**config.mk**
```make
export PLATFORM = sky130hd
export DESIGN_NAME = hz_tick_ctrl_flat
export DESIGN_NICKNAME = d
export VERILOG_FILES = /design/src/rtl/hz_tick_ctrl_if.sv /design/src/rtl/hz_tick_ctrl.sv /design/src/flat_wrapper.sv
export SDC_FILE = /design/constraint.sdc
export NUM_CORES = 1
export LEC_CHECK = 0
export ABC_AREA = 0
export CORE_MARGIN = 2
export CORE_UTILIZATION = 40
export CTS_CLUSTER_SIZE = 30
export DETAILED_ROUTE_END_ITERATION = 6
export DONT_BUFFER_PORTS = 1
export PLACE_DENSITY = 0.58
export SLEW_MARGIN = 5
export SYNTH_ARGS = -nofsm -noshare
export SYNTH_HDL_FRONTEND = slang
export SYNTH_SLANG_ARGS = --single-unit
export TNS_END_PERCENT = 30
```
**constraint.sdc**
```tcl
create_clock -name clk -period 5.45 [get_ports clk]
set_clock_uncertainty 0.1 [all_clocks]
set_input_delay 1.3625 -clock clk [delete_from_list [all_inputs] [get_ports clk]]
set_output_delay 1.3625 -clock clk [all_outputs]
set_load 0.01 [all_outputs]
```
**src/rtl/hz_tick_ctrl_if.sv**
```systemverilog
// hz_tick_ctrl_if: config, sequence control and tick outputs of the Hz tick controller
interface hz_tick_ctrl_if #(
    parameter int DIV_W = 32,
    parameter int CNT_W = 16
);
    logic             cfg_we;
    logic [DIV_W-1:0] cfg_div;
    logic [CNT_W-1:0] cfg_count;
    logic             cfg_mode;
    logic             start;
    logic             stop;
    logic             tick;
    logic             outclk;
    logic             busy;
    logic             done;
    logic [CNT_W-1:0] ticks_left;
    modport master (
        output cfg_we, cfg_div, cfg_count, cfg_mode, start, stop,
        input  tick, outclk, busy, done, ticks_left
    );
    modport slave (
        input  cfg_we, cfg_div, cfg_count, cfg_mode, start, stop,
        output tick, outclk, busy, done, ticks_left
    );
endinterface

```
**src/rtl/hz_tick_ctrl.sv**
```systemverilog
// hz_tick_ctrl: programmable tick enable and slow square wave, burst or continuous
module hz_tick_ctrl #(
    parameter int          DIV_W       = 32,
    parameter int          CNT_W       = 16,
    parameter int unsigned DEFAULT_DIV = 25000000
) (
    input logic          clk,
    input logic          reset,
    hz_tick_ctrl_if.slave bus
);
    localparam logic [1:0] IDLE = 2'd0, RUN = 2'd1, DONE = 2'd2;
    logic [1:0]       state;
    logic [DIV_W-1:0] div_reg, phase, d_eff;
    logic [CNT_W-1:0] count_reg, n_eff, ticks_left;
    logic             mode_reg, m_eff, tick, outclk, done;
    // a same-edge config write is what the start uses
    assign d_eff = bus.cfg_we ? (bus.cfg_div < DIV_W'(2) ? DIV_W'(2) : bus.cfg_div) : div_reg;
    assign n_eff = bus.cfg_we ? bus.cfg_count : count_reg;
    assign m_eff = bus.cfg_we ? bus.cfg_mode : mode_reg;
    always_ff @(posedge clk) begin
        if (reset) begin
            state      <= IDLE;
            div_reg    <= DIV_W'(DEFAULT_DIV);
            count_reg  <= CNT_W'(1);
            mode_reg   <= 1'b0;
            phase      <= '0;
            tick       <= 1'b0;
            outclk     <= 1'b0;
            done       <= 1'b0;
            ticks_left <= '0;
        end else begin
            tick <= 1'b0;
            done <= 1'b0;
            case (state)
                IDLE: begin
                    outclk <= 1'b0;
                    if (bus.cfg_we) begin
                        div_reg   <= d_eff;
                        count_reg <= n_eff;
                        mode_reg  <= m_eff;
                    end
                    if (bus.start && !bus.stop) begin
                        phase      <= d_eff - DIV_W'(1);
                        ticks_left <= n_eff;
                        state      <= (!m_eff && n_eff == '0) ? DONE : RUN;
                        done       <= !m_eff && n_eff == '0;
                    end
                end
                RUN: begin
                    if (bus.stop) begin
                        state      <= IDLE;
                        outclk     <= 1'b0;
                        ticks_left <= '0;
                    end else if (!mode_reg && ticks_left == '0) begin
                        state <= DONE;
                        done  <= 1'b1;
                    end else if (phase == '0) begin
                        phase  <= div_reg - DIV_W'(1);
                        tick   <= 1'b1;
                        outclk <= ~outclk;
                        if (!mode_reg) ticks_left <= ticks_left - CNT_W'(1);
                    end else begin
                        phase <= phase - DIV_W'(1);
                    end
                end
                default: begin
                    state      <= IDLE;
                    outclk     <= 1'b0;
                    ticks_left <= '0;
                end
            endcase
        end
    end
    assign bus.tick       = tick;
    assign bus.outclk     = outclk;
    assign bus.busy       = state != IDLE;
    assign bus.done       = done;
    assign bus.ticks_left = ticks_left;
endmodule
```
**src/flat_wrapper.sv**
```systemverilog
// flat-port wrapper written by rule: the top's interface ports become plain ports
module hz_tick_ctrl_flat 
#(
    parameter int          DIV_W       = 32,
    parameter int          CNT_W       = 16,
    parameter int unsigned DEFAULT_DIV = 25000000
)
  (clk, reset, bus_cfg_we, bus_cfg_div, bus_cfg_count, bus_cfg_mode, bus_start, bus_stop, bus_tick, bus_outclk, bus_busy, bus_done, bus_ticks_left);
  hz_tick_ctrl_if #(.DIV_W(DIV_W), .CNT_W(CNT_W)) bus_i ();
  input logic clk;
  input logic reset;
  input wire logic [$bits(bus_i.cfg_we)-1:0] bus_cfg_we;
  input wire logic [$bits(bus_i.cfg_div)-1:0] bus_cfg_div;
  input wire logic [$bits(bus_i.cfg_count)-1:0] bus_cfg_count;
  input wire logic [$bits(bus_i.cfg_mode)-1:0] bus_cfg_mode;
  input wire logic [$bits(bus_i.start)-1:0] bus_start;
  input wire logic [$bits(bus_i.stop)-1:0] bus_stop;
  output wire logic [$bits(bus_i.tick)-1:0] bus_tick;
  output wire logic [$bits(bus_i.outclk)-1:0] bus_outclk;
  output wire logic [$bits(bus_i.busy)-1:0] bus_busy;
  output wire logic [$bits(bus_i.done)-1:0] bus_done;
  output wire logic [$bits(bus_i.ticks_left)-1:0] bus_ticks_left;
  assign bus_i.cfg_we = bus_cfg_we;
  assign bus_i.cfg_div = bus_cfg_div;
  assign bus_i.cfg_count = bus_cfg_count;
  assign bus_i.cfg_mode = bus_cfg_mode;
  assign bus_i.start = bus_start;
  assign bus_i.stop = bus_stop;
  assign bus_tick = bus_i.tick;
  assign bus_outclk = bus_i.outclk;
  assign bus_busy = bus_i.busy;
  assign bus_done = bus_i.done;
  assign bus_ticks_left = bus_i.ticks_left;
  hz_tick_ctrl #(.DIV_W(DIV_W), .CNT_W(CNT_W), .DEFAULT_DIV(DEFAULT_DIV)) u_core (.clk(clk), .reset(reset), .bus(bus_i));
endmodule
```
==> impl_metrics.ini <==
[status]
status = finished, violations left
violations = design-rule violations

[cts]
cts_buffers = 9
clk_pin_slew_ns = 0.07
postCtsHoldBufs = 0
cts.sinks = 102
cts_resized = 0
post-cts-setup-buffers = 0
clock_path_buffers = 2
worstSkewPairLatency_ns = 0.36
htree_levels = 3
root_buffer = clkbuf_16
cts_tree = built

[sta]
slew_violations = 0
hold_slack_ns = 0.355
post-route-period-util_pct = 83.4
worstMarginPinSlew_ns = 1.02
fmax_mhz = 220
rsz0062_at_grt = no
hold_violations = 0
setup_viol = 0
relSlewSlack_pct = 31.8
fin_tns_setup_ns = 0
fin_crit_ns = 4.54

[floorplan]
die_w_um = 128
ios = 74
core_sq_mm = 0.0151
num_rows = 45
die_area_sq_mm = 0.0164
die_h_um = 128
start_util_pct = 40.7

[critical_path]
crit_required_ns = 5.61
cp_max_fo = 10
crit_path_end_kind = register
path_class = primary input to register
start_kind = primary input
worst_ep_arrival_time_ns = 4.71

[job]
drv_cap = 0

[grt]
grt_overflow = 0
track_usage_pct = 24.2
antenna_found_initial = 0
grt_pass1_vias = 5778
grt_max_degree = 98
grt_pass1_wl_um = 31300

[detailed_routing]
via_count = 5987
postRouteAntennaNets = 0
vias_per_cell = 6.19
drc = 1
drt-pass1-iter-count = 7
avgRoutedWirePerCell_um = 20.3
wirelength_um = 19600
drt_iter0_drc = 626

[synthesis]
yosys_warnings = 0
synth.avg_cell_area_sq_um = 7.62
synth-main-ff-cell = dfxtp_1
synth_edf_count = 0
synth.net_count = 862
synth_area_sq_mm = 0.00614
ys_async_sr_fraction_pct = 0
seq_area_frac_synth_pct = 33.3
synth_cell_types = 74
synth_seq_cells = 102
synth_cells = 806

[power]
p_leak_nw = 2.33
p_sw_share_pct = 31.8
combinationalPowerShare_pct = 21.0
seqPwrFrac_pct = 44.4
power.density_mw_per_mm2 = 298
ir_drop_v = 0.000168
p_sw_mw = 0.616
internal-power_mw = 1.32
clockPowerShare_pct = 34.6
total_power_mw = 1.94

[placement]
hpwl_um = 13500
post-place-cells = 951
place_congestion = 0.880
io_buffers = 0

[final_layout]
n_antenna_cell = 0
nNetsFinal = 830
layout_commonest_cell = nand2_1
finalNonFillerCells = 967
utilization_pct = 43.1
layout_common_cells = 155 x nand2_1, 102 x dfxtp_1, 76 x nor2_1, 73 x a21oi_1, 35 x o21ai_0
syn_to_final_growth_pct = 5.87
drive_gt1_share_pct = 7.96

[min_path]
hold_path.class = register to register
-- cells by family (layout without fill, tap and decap cells) --
kind of cell / after synthesis / count (layout) / share of synthesized area, %
and+or+nand+nor: 384 / 384 / 30.9
buffers and inverters: 64 / 37 / 4.99
muxes: 37 / 37 / 6.38
AOI/OAI and AO/OA: 194 / 194 / 20.8
DFF: 102 / 102 / 33.3
xor gates and xnor gates: 23 / 23 / 3.28
adders and majority gates: 2 / 2 / 0.408
-- path summary, 6_finish.rpt --
path                            cells after the start                    to  slack (ns)            startpoint
worst max-delay path                               11      u_core.phase[28]        0.91       bus_cfg_div[24]
worst min-delay path                                2  u_core.count_reg[13]        0.35  u_core.count_reg[13]
worst max register to register                     12      u_core.phase[28]        1.27       u_core.state[0]
worst min register to register                      2  u_core.count_reg[13]        0.35  u_core.count_reg[13]
-- per-layer routing --
layer	routed length [um]	vias to the layer above	global-route usage [%]
met1	8560	2870	31.4
li1	-	2872	-
met5	0	-	0
met2	9150	214	39.8
met3	1450	31	5.68
met4	464	0	8.08
-- metrics by stage --
stage / worst slack, ns / cell area [sq um]
after floorplan: 1.09 / 6140
after global placement: 0.600 / 6200
after detailed placement: 0.543 / 6200
after CTS: 0.946 / 6500
after global routing: 0.671 / 6500
final: 0.907 / 6500
-- worst max-delay path, cell delays in order --
cell,delay (ns)
nor4_1,0.49
nand4_1,0.21
o21a_1,0.30
a222oi_1,0.38
ha_1,0.24
o21ai_1,0.10
nor4_2,0.37
nand3_1,0.19
buf_4,0.25
or4_1,0.55
o311ai_1,0.27
-- power by group through the flow --
stage | sequential (mW) | combinational, mW | clock [mW]
2_1_floorplan | 0.855 | 0.338 | 0
3_3_place_gp | 0.873 | 0.397 | 0
3_5_place_dp | 0.875 | 0.402 | 0
4_1_cts | 0.858 | 0.404 | 0.681
5_1_grt | 0.865 | 0.454 | 0.707
6_report | 0.860 | 0.407 | 0.670
-- cell usage after synthesis, types with 5 or more instances --
| master | n | area, sq um |
|---|---|---|
| nand3b_1 | 21 | 158 |
| a21oi_1 | 73 | 365 |
| nand4_1 | 12 | 75.1 |
| nor3_1 | 31 | 155 |
| buf_6 | 6 | 67.6 |
| buf_2 | 8 | 40.0 |
| inv_1 | 9 | 33.8 |
| a221o_1 | 5 | 50.1 |
| nor3b_1 | 10 | 75.1 |
| nand2_1 | 155 | 582 |
| mux2i_1 | 23 | 230 |
| a222oi_1 | 13 | 130 |
| a22oi_1 | 9 | 67.6 |
| dfxtp_1 | 102 | 2040 |
| o21ai_0 | 35 | 175 |
| mux2_2 | 13 | 146 |
| nand3_1 | 9 | 45.0 |
| xnor2_1 | 7 | 61.3 |
| o211ai_1 | 5 | 37.5 |
| or3_1 | 8 | 50.1 |
| nor2_1 | 76 | 285 |
| xor2_1 | 16 | 140 |
| o31ai_1 | 5 | 37.5 |
| nor4_1 | 29 | 181 |
| clkbuf_1 | 36 | 135 |
| or4_1 | 6 | 45.0 |
-- layout make-up --
type | instances | area (sq um)
Fill cell | 1542 | 8590
Multi-Input combinational cell | 640 | 3800
Sequential cell | 102 | 2040
Clock buffer | 11 | 243
Tap cell | 188 | 235
Timing Repair Buffer | 12 | 90.1
Clock inverter | 5 | 58.8
Inverter | 9 | 33.8
(Power assumes the default switching activity.)
